`src/rtl/serial_adder.sv`:
```
`default_nettype none
// ============================================================================
// Module   : serial_adder
// Brief    : Multi-cycle WIDTH-bit adder, STEP bits per cycle, LSB first.
//            Optional subtract mode when SERIAL_ADDER_SUB_EN is defined.
// Revision : 1.0 - initial release
// ============================================================================
module serial_adder #(
  parameter int WIDTH = 8,
  parameter int STEP  = 1
) (
  input  logic             clk,
  input  logic             rst_n,
  input  logic             start,
  input  logic [WIDTH-1:0] a,
  input  logic [WIDTH-1:0] b,
  input  logic             cin,
`ifdef SERIAL_ADDER_SUB_EN
  input  logic             sub,
`endif
  output logic             busy,
  output logic             done,
  output logic [WIDTH-1:0] sum,
  output logic             cout
);

  localparam int NSTEP = WIDTH / STEP;
  localparam int CNT_W = $clog2(NSTEP + 1);
  localparam logic [CNT_W-1:0] c_last = CNT_W'(NSTEP - 1);

  localparam logic [1:0] c_st_idle = 2'd0;
  localparam logic [1:0] c_st_run  = 2'd1;
  localparam logic [1:0] c_st_done = 2'd2;

  generate
    if (WIDTH < 1 || STEP < 1 || (WIDTH % STEP) != 0) begin : g_bad_cfg
      $fatal(1, "serial_adder: WIDTH must be a positive multiple of STEP");
    end
  endgenerate

  logic [1:0]       r_state;
  logic [1:0]       w_state_next;
  logic [WIDTH-1:0] r_a;
  logic [WIDTH-1:0] r_b;
  logic             r_carry;
  logic [WIDTH-1:0] r_res;
  logic [CNT_W-1:0] r_cnt;
  logic [WIDTH-1:0] r_sum;
  logic             r_cout;
  logic [STEP:0]    w_slice;
  logic [WIDTH-1:0] w_res_next;
  logic [WIDTH-1:0] w_b_in;
  logic             w_c_in;
  logic             w_last;

`ifdef SERIAL_ADDER_SUB_EN
  // Subtraction is a + ~b + 1; the caller's carry-in is irrelevant then.
  assign w_b_in = sub ? ~b : b;
  assign w_c_in = sub ? 1'b1 : cin;
`else
  assign w_b_in = b;
  assign w_c_in = cin;
`endif

  assign w_slice = {1'b0, r_a[STEP-1:0]} + {1'b0, r_b[STEP-1:0]}
                 + {{STEP{1'b0}}, r_carry};
  assign w_last  = (r_cnt == c_last);

  generate
    if (STEP == WIDTH) begin : g_res_single
      assign w_res_next = w_slice[STEP-1:0];
    end else begin : g_res_shift
      assign w_res_next = {w_slice[STEP-1:0], r_res[WIDTH-1:STEP]};
    end
  endgenerate

  always_ff @(posedge clk or negedge rst_n) begin
    if (!rst_n) begin
      r_state <= c_st_idle;
    end else begin
      r_state <= w_state_next;
    end
  end

  always_comb begin
    w_state_next = r_state;
    case (r_state)
      c_st_idle: if (start)  w_state_next = c_st_run;
      c_st_run:  if (w_last) w_state_next = c_st_done;
      c_st_done: w_state_next = c_st_idle;
      default:   w_state_next = c_st_idle;
    endcase
  end

  always_comb begin
    busy = (r_state != c_st_idle);
    done = (r_state == c_st_done);
  end

  always_ff @(posedge clk or negedge rst_n) begin
    if (!rst_n) begin
      r_a     <= '0;
      r_b     <= '0;
      r_carry <= 1'b0;
      r_res   <= '0;
      r_cnt   <= '0;
      r_sum   <= '0;
      r_cout  <= 1'b0;
    end else begin
      case (r_state)
        c_st_idle: begin
          if (start) begin
            r_a     <= a;
            r_b     <= w_b_in;
            r_carry <= w_c_in;
            r_cnt   <= '0;
          end
        end
        c_st_run: begin
          r_a     <= r_a >> STEP;
          r_b     <= r_b >> STEP;
          r_carry <= w_slice[STEP];
          r_res   <= w_res_next;
          r_cnt   <= r_cnt + CNT_W'(1);
          // Visible result only changes at the completion edge.
          if (w_last) begin
            r_sum  <= w_res_next;
            r_cout <= w_slice[STEP];
          end
        end
        default: ;
      endcase
    end
  end

  assign sum  = r_sum;
  assign cout = r_cout;

endmodule
`default_nettype wire

```
`config.mk`:
```
export PLATFORM = sky130hd
export DESIGN_NAME = serial_adder
export DESIGN_NICKNAME = d
export VERILOG_FILES = /design/src/rtl/serial_adder.sv
export SDC_FILE = /design/constraint.sdc
export NUM_CORES = 1
export LEC_CHECK = 0
export CAP_MARGIN = 20
export CORE_MARGIN = 8
export CORE_UTILIZATION = 51
export DETAILED_ROUTE_END_ITERATION = 10
export PLACE_DENSITY = 0.83
export SLEW_MARGIN = 40
export SYNTH_ARGS = -nofsm -noshare
export SYNTH_HDL_FRONTEND = slang
export SYNTH_SLANG_ARGS = --single-unit
```
`constraint.sdc`:
```
create_clock -name clk -period 2.2 [get_ports clk]
set_clock_uncertainty 0.2 [all_clocks]
set_input_delay 0.66 -clock clk [delete_from_list [all_inputs] [get_ports clk]]
set_output_delay 0.66 -clock clk [all_outputs]
set_load 0.01 [all_outputs]
```
# --- Yosys cells after proc, flatten, opt, wreduce, memory -nomap -nowiden ---
# Index checks and enable logic that the tools add are counted.
word_totals:
  register_bits: 40
  output_inout_bits: 11
  wordCells: 33
classes:
  n_eq_ne: 5
  reduce_logical: 6
  n_mux: 11
  add_sub_neg: 3
op_table:
  columns: ["op", "n"]
  rows:
  - ["$pmux 8 s2", 2]
  - ["$mux 8", 2]
  - ["$pmux 4 s2", 1]
  - ["$reduce_and 2->1", 3]
  - ["$add 4x1->4 const B", 1]
  - ["$eq 4x3->1 const B", 1]
  - ["$mux 2", 2]
  - ["$mux 4", 1]
  - ["$ne 2x2->1 const B", 2]
  - ["$pmux 2 s2", 1]
  - ["$reduce_bool 2->1", 2]
  - ["$add 1x1->2", 1]
  - ["$add 2x1->2", 1]
  - ["$eq 2x1->1 const B", 1]
  - ["$eq 2x2->1 const B", 1]
  - ["$logic_not 2->1", 1]
  - ["$pmux 1 s2", 1]
  - ["$mux 1", 1]

# --- Longest topological paths before layout ---
# Gate-level depths: netlist (run 1).
logic_depth:
  depth_word: 3
  depth_mapped: 5

# --- Least setup slack after synthesis (run 1) ---
# OpenSTA, ideal clock, no wires.
synth_timing:
  kind: "reg2out"
  from: "register r_state[0]"
  to: "output busy"
  t_required_ps: 1340
  arrival_ps: 1028
  stages_incl_launch_ff: 4
  path_buffers: 2
  slack_ps: 312
  path_cell_list: "dfrtp_1 buf_2 buf_2 or2_2"
synth_between:
  elab_chain_len: 1
synth_rtl:
  columns: ["element", "line_no", "source"]
  rows:
  - ["start: declaration", "41", "logic [1:0] r_state;"]
  - ["start signal: assignment", "79", "r_state <= c_st_idle;"]
  - ["start signal: assignment", "81", "r_state <= w_state_next;"]
  - ["$reduce_bool 2->1", "96", "busy = (r_state != c_st_idle);"]
  - ["end: declaration", "21", "output logic busy,"]
# Every way passes these cells.

# --- Final worst setup path (run 1) ---
layout_timing:
  from: "register r_state[1]"
  to: "output busy"
# Same word-level chain as after synthesis.

==> results of run 1 <==
[report_power, final]
part / internal (mW) / switching, mW / total [mW]
logic: 0.616 / 0.521 / 1.14
registers: 1.02 / 0.191 / 1.21
clock network: 0.148 / 0.228 / 0.376
total: 1.78 / 0.940 / 2.72
[cell usage after synthesis (2+ instances only)]
cell      number
a22oi_1        9
o21ai_0       19
mux2_2        16
and3b_1        6
nand3_1        2
nor2b_1        5
a21oi_1        9
clkbuf_1       5
nand2_1       21
dfrtp_1       39
buf_2          5
[kinds of logic after synthesis]
logic type,count (synthesis)
AO/OA/AOI/OAI,40
AND/OR/NAND/NOR,39
flip-flops,39
multiplexers,17
buffers and inverters,11
adder cells (fa/ha/maj),2
[sequential cells by signal, summed over array words and instances (netlist names)]
register	flops
cout	1
r_res	7
sum	8
r_cnt	4
r_b	8
r_state	2
r_a	8
r_carry	1
[repair_timing]
| action | CTS | global route |
|---|---|---|
| buffers inserted | 2 | 0 |
| gates resized for setup | 2 | 2 |
| setup endpoints to repair | 2 | 2 |
[worst max-delay path: cells and delay by family (launching register included)]
family | cells | cell delay (ns)
flops | 1 | 0.41
simple gates | 1 | 0.29
buf+inv | 1 | 0.23
[worst max path at each step]
stage,to,slack (ns),cells past startpoint
final,busy,0.07,2
after global routing,sum[5],0.006,5
after CTS,busy,0.005,2
after detailed placement,r_b[5],0.12,5
after global placement,r_b[5],0.19,5
after floorplan,busy,0.31,3
[area by class of cell]
class                      count  area (um^2)  area share
multi-input combinational     98          674       0.315
tap                           46         57.6      0.0269
inverter                       1         3.75     0.00176
sequential                    39          976       0.456
clock buffer                   6         51.3      0.0240
timing repair buffer          40          370       0.173
clock inverter                 1         5.00     0.00234
[per-layer routing]
metal | vias up | wire [um] | share of wire
met1 | 613 | 1460 | 0.42
met5 | - | 0 | 0
met3 | 7 | 98 | 0.028
met4 | 0 | 87 | 0.025
met2 | 22 | 1840 | 0.53
li1 | 594 | - | -
[per-stage QoR]
step	instance area [um^2]	std cells	hold slack, ns
after detailed placement	2070	222	0.277
after global placement	2070	222	0.264
final	2140	231	0.145
after CTS	2140	231	0.160
after global routing	2140	231	0.175
after floorplan	1700	148	0.164
[placed cells by master, fill, tap and decap left out, types with 2 or more instances in the layout]
cell type	netlist	layout
a21oi_1	9	9
mux2_2	16	16
nand2_1	21	21
buf_4	0	10
o21ai_0	19	19
a22oi_1	9	9
clkdlybuf4s50_1	0	27
nor2b_1	5	5
clkdlybuf4s15_1	0	2
clkbuf_4	0	5
dfrtp_1	39	39
nand3_1	2	2
and3b_1	6	6
==> flow_summary_export.csv, run 1 <==
group,metric,value,unit
status,status,"finished clean",
synthesis,synth_top_family_by_area,"compound AO/OA/AOI/OAI gates",
global_routing,busiest_layer,"met2",
clocking,hold_buffers,0,
synthesis,synthAdderAreaFrac,0.0192,
route,vias,1236,
setup_path,slowest_delay,0.41,ns
clocking,cts.sinks,39,
synthesis,ys_ff_latch,39,
route,drtAntennaViolNets,0,
timing,final.setup.worst_slack,0.0706,ns
placed_design,io_buffer_count,30,
floorplan,die_y,73.7,um
synthesis,yosysWarnings,0,
floorplan,row_count,21,
clocking,htreeDepth,2,
hold_path,min_path_type,"input pin to asynchronous set/reset pin",
placed_design,place_hpwl,2480,um
clocking,cts_max_path_buffers,2,
synthesis,synth-edff-count,0,
synthesis,ys_seq_area_frac,0.575,
timing,rsz0062_at_grt,"false",
synthesis,muxShareOfSynthArea,0.112,
timing,slew_violations,0,
setup_path,worstPathCellList,"or2_2 > clkdlybuf4s15_1",
setup_path,required,1.34,ns
floorplan,start_util,0.521,
clocking,cts_tree,"yes",
final_layout,fill_cells,256,
synthesis,avgSynthCellArea,11.5,um^2
setup_path,startpoint,"r_state[1]",
timing,worst-slew-pin-transition,0.508,ns
setup_path,critPathMaxFanout,3,
clocking,cts_made_buffers,5,
synthesis,netlist_instances,148,
clocking,clkSlewWorstSetupHoldPaths,0.12,ns
global_routing,antenna_found_initial,0,
setup_path,startpoint_type,"flip-flop",
placed_design,routabilityCongestion,0.772,
power_and_ir_drop,power_density,1270,nW/um^2
global_routing,use_met3,0.0286,
setup_path,path_class,"flip-flop to output pin",
clocking,clk_latency,0.34,ns
setup_path,slowest_stage,"dfrtp_1",
synthesis,synth.largest_area_cell,"dfrtp_1",
route,drt-initial-drc-count,88,
final_layout,antenna_cells,0,
final_layout,final_core_util,0.656,
floorplan,io-pin-count,31,
setup_path,regToRegStartpoint,"r_state[1]",
placed_design,pre_cts_ws,0.122,ns
synthesis,synth-compound-area-share,0.137,
global_routing,grt_pass1_wl,5760,um
floorplan,coreArea,3260,um^2
synthesis,synthSimpleGateAreaFrac,0.129,
setup_path,regToRegSetupSlack,0.07,ns
global_routing,grtUsageMet1,0.148,
setup_path,reg2reg_depth,5,
route,drc,0,
synthesis,syn-cell-area,1700,um^2
power_and_ir_drop,irDropWorstVdd,480,uV
power_and_ir_drop,power.leakage,0.945,nW
floorplan,dieArea,5430,um^2
route,via_per_inst,5.35,
global_routing,grt_pass1_vias,1320,
synthesis,yosys-top-cells-area,"dfrtp_1 (57%), mux2_2 (11%), o21ai_0 (5.6%)",
global_routing,grt-ovfl-total,0,
synthesis,yosysTopAreaCellShare,0.575,
timing,post-route-min-period,2.13,ns
synthesis,ys_types,23,
final_layout,drive_above_1_share,0.200,
timing,clock.fmax,0.470,GHz
route,wire_per_inst,15.1,um
global_routing,grt_max_degree,40,
timing,hold_violations,0,
clocking,root_buffer,"clkbuf_4",
global_routing,grt_use_total,0.138,
timing,finalSetupViolCount,0,
final_layout,syn_to_final_growth,25.9,%
synthesis,synthXorXnorAreaFrac,0,
timing,fin_crit_sh,0.968,
global_routing,gr-usage-met2,0.246,
synthesis,synth_nets,170,
timing,max-slew-margin-rel,0.660,
setup_path,rr_endpoint,"sum[5]",
final_layout,nets,207,
timing,fin_setup_tns,0,ns
synthesis,async_flop_share,1.00,
route,routed_wl,3490,um
flow_run,maxCapViolations,0,
synthesis,yosys_most_used_dff,"dfrtp_1",
power_and_ir_drop,total_power,2.72,mW
route,firstDrtPassIters,4,
setup_path,crit_path_end_kind,"output pin",
floorplan,die_w,73.7,um
setup_path,cp.arrival,1.27,ns
(Power assumes the default switching activity.)
==> run 2: changes to the inputs <==
Settings changed: TNS_END_PERCENT from default to 5.
==> run 2 against run 1 <==
  * Critical path depth stayed put
  * Critical endpoint unchanged
  * Clock power hardly changed
  * Highest routed layer unchanged
  * Routed wire length is 0.40% higher
==> flow_summary_export.csv, run 2 (same netlist as run 1, synthesis figures left out) <==
group,metric,value,unit
route,drc,0,
route,via_per_inst,5.40,
final_layout,mostFrequentLayoutCells,"dfrtp_1 (39), clkdlybuf4s50_1 (27), nand2_1 (21)",
power_and_ir_drop,total_power,2.71,mW
setup_path,cp.arrival,1.27,ns
setup_path,regToRegSetupSlack,0.18,ns
status,status,"finished clean",
clocking,postCtsSetupBuffers,0,
timing,hold_violations,0,
timing,clock.fmax,0.469,GHz
route,dr_wl_met3,101,um
global_routing,grt_use_total,0.138,
global_routing,grt_max_degree,40,
flow_run,maxCapViolations,0,
power_and_ir_drop,irDropWorstVdd,479,uV
route,drtAntennaViolNets,0,
setup_path,crit_path_end_kind,"output pin",
clocking,htreeDepth,2,
power_and_ir_drop,sw_frac_of_total,0.348,
floorplan,start_util,0.521,
final_layout,nets,205,
final_layout,drive_above_1_share,0.191,
setup_path,path_buf_inv,1,
route,vias,1237,
floorplan,io-pin-count,31,
power_and_ir_drop,power_density,1270,nW/um^2
power_and_ir_drop,power_frac_clock,0.139,
setup_path,crit_family,"flip-flops",
route,drt-initial-drc-count,85,
setup_path,critPathMaxFanout,3,
timing,finalSetupViolCount,0,
route,routed_wl,3500,um
setup_path,rr_endpoint,"sum[5]",
setup_path,required,1.34,ns
final_layout,antenna_cells,0,
timing,fin_crit_sh,0.970,
placed_design,place_hpwl,2480,um
setup_path,crit_cells,2,
timing,fin_setup_tns,0,ns
global_routing,grt_pass1_wl,5760,um
setup_path,slowest_stage,"dfrtp_1",
route,met1_length,1470,um
floorplan,dieArea,5430,um^2
setup_path,startpoint_type,"flip-flop",
timing,slew_violations,0,
power_and_ir_drop,p_seq_frac,0.448,
timing,rsz0062_at_grt,"false",
clocking,cts_max_path_buffers,2,
power_and_ir_drop,power_switching,0.941,mW
setup_path,worstPathCellList,"or2_2 > clkdlybuf4s15_1",
timing,post-route-min-period,2.13,ns
timing,max-slew-margin-rel,0.660,
setup_path,regToRegStartpoint,"r_state[1]",
clocking,root_buffer,"clkbuf_4",
global_routing,grt-ovfl-total,0,
final_layout,fill_cells,257,
route,firstDrtPassIters,5,
floorplan,coreArea,3260,um^2
placed_design,routabilityCongestion,0.772,
global_routing,grt_pass1_vias,1318,
power_and_ir_drop,power.leakage,0.935,nW
route,top_layer_used,"met4",
power_and_ir_drop,power_frac_comb,0.412,
hold_path,min_path_type,"input pin to asynchronous set/reset pin",
route,wl_met2,1840,um
route,wire_per_inst,15.3,um
final_layout,final_common_cell,"dfrtp_1",
clocking,clkSlewWorstSetupHoldPaths,0.12,ns
setup_path,reg2reg_depth,4,
power_and_ir_drop,p_int,1.77,mW
placed_design,io_buffer_count,30,
clocking,clk_latency,0.34,ns
setup_path,path_class,"flip-flop to output pin",
floorplan,row_count,21,
clocking,cts_tree,"yes",
setup_path,slowest_delay,0.41,ns
clocking,hold_buffers,0,
global_routing,antenna_found_initial,0,
final_layout,syn_to_final_growth,25.1,%
floorplan,die_y,73.7,um
floorplan,die_w,73.7,um
clocking,cts_made_buffers,5,
clocking,cts.sinks,39,
timing,worst-slew-pin-transition,0.508,ns
## run 2: changes by cell type in the layout (fill, tap and decap cells not counted), sizes merged
cell	previous run	this run
buf	11	9
## run 2: power by group through the flow
stage                     clock [mW]  combinational (mW)  sequential, mW
after floorplan                    0               0.713            1.22
after global placement             0                1.08            1.20
after detailed placement           0                1.13            1.23
after CTS                      0.390                1.13            1.21
after global routing           0.411                1.23            1.25
final                          0.377                1.12            1.21
## run 2: timing repair
item / 4_1_cts / 5_1_grt
resized for setup: 3 / 1
hold endpoints to repair: 0 / 0
endpoints found under the setup margin: 2 / 1
## run 2: metrics by stage
stage | setup slack, ns | hold WS, ns | utilization | cell area, um^2 | std cells
after floorplan | 0.312 | 0.164 | - | 1700 | 148
after global placement | 0.195 | 0.264 | 0.634 | 2070 | 222
after detailed placement | 0.122 | 0.277 | 0.634 | 2070 | 222
after CTS | 0.0170 | 0.160 | 0.651 | 2120 | 229
after global routing | 0.00894 | 0.175 | 0.652 | 2120 | 229
final | 0.0660 | 0.144 | 0.652 | 2120 | 229
## run 2: final cells by class
type                       instances  area (um^2)  area share
clock buffer                       6         51.3      0.0242
clock inverter                     1         5.00     0.00236
inverter                           1         3.75     0.00177
multi-input combinational         98          674       0.318
sequential                        39          976       0.460
tap                               46         57.6      0.0271
timing repair buffer              38          355       0.167
## run 2: worst max path at each step
| stage | start | end | slack, ns |
|---|---|---|---|
| floorplan | r_state[0] | busy | 0.31 |
| finish | r_state[1] | busy | 0.07 |
| global placement | start | r_b[5] | 0.19 |
| global route | r_state[0] | busy | 0.009 |
| detailed placement | start | r_b[5] | 0.12 |
| CTS | r_state[1] | done | 0.02 |
## run 2: routing by layer
| layer | up-vias | track usage |
|---|---|---|
| met5 | - | 0 |
| met3 | 7 | 0.0286 |
| met1 | 615 | 0.148 |
| li1 | 591 | - |
| met2 | 24 | 0.246 |
| met4 | 0 | 0.0754 |
==> run 3: changes to the inputs <==
Settings changed: CAP_MARGIN 20 to 5, HOLD_SLACK_MARGIN from default to 0.1.
==> results of run 3 <==
No change in the layout: final DEF, timing and power equal those of run 2.
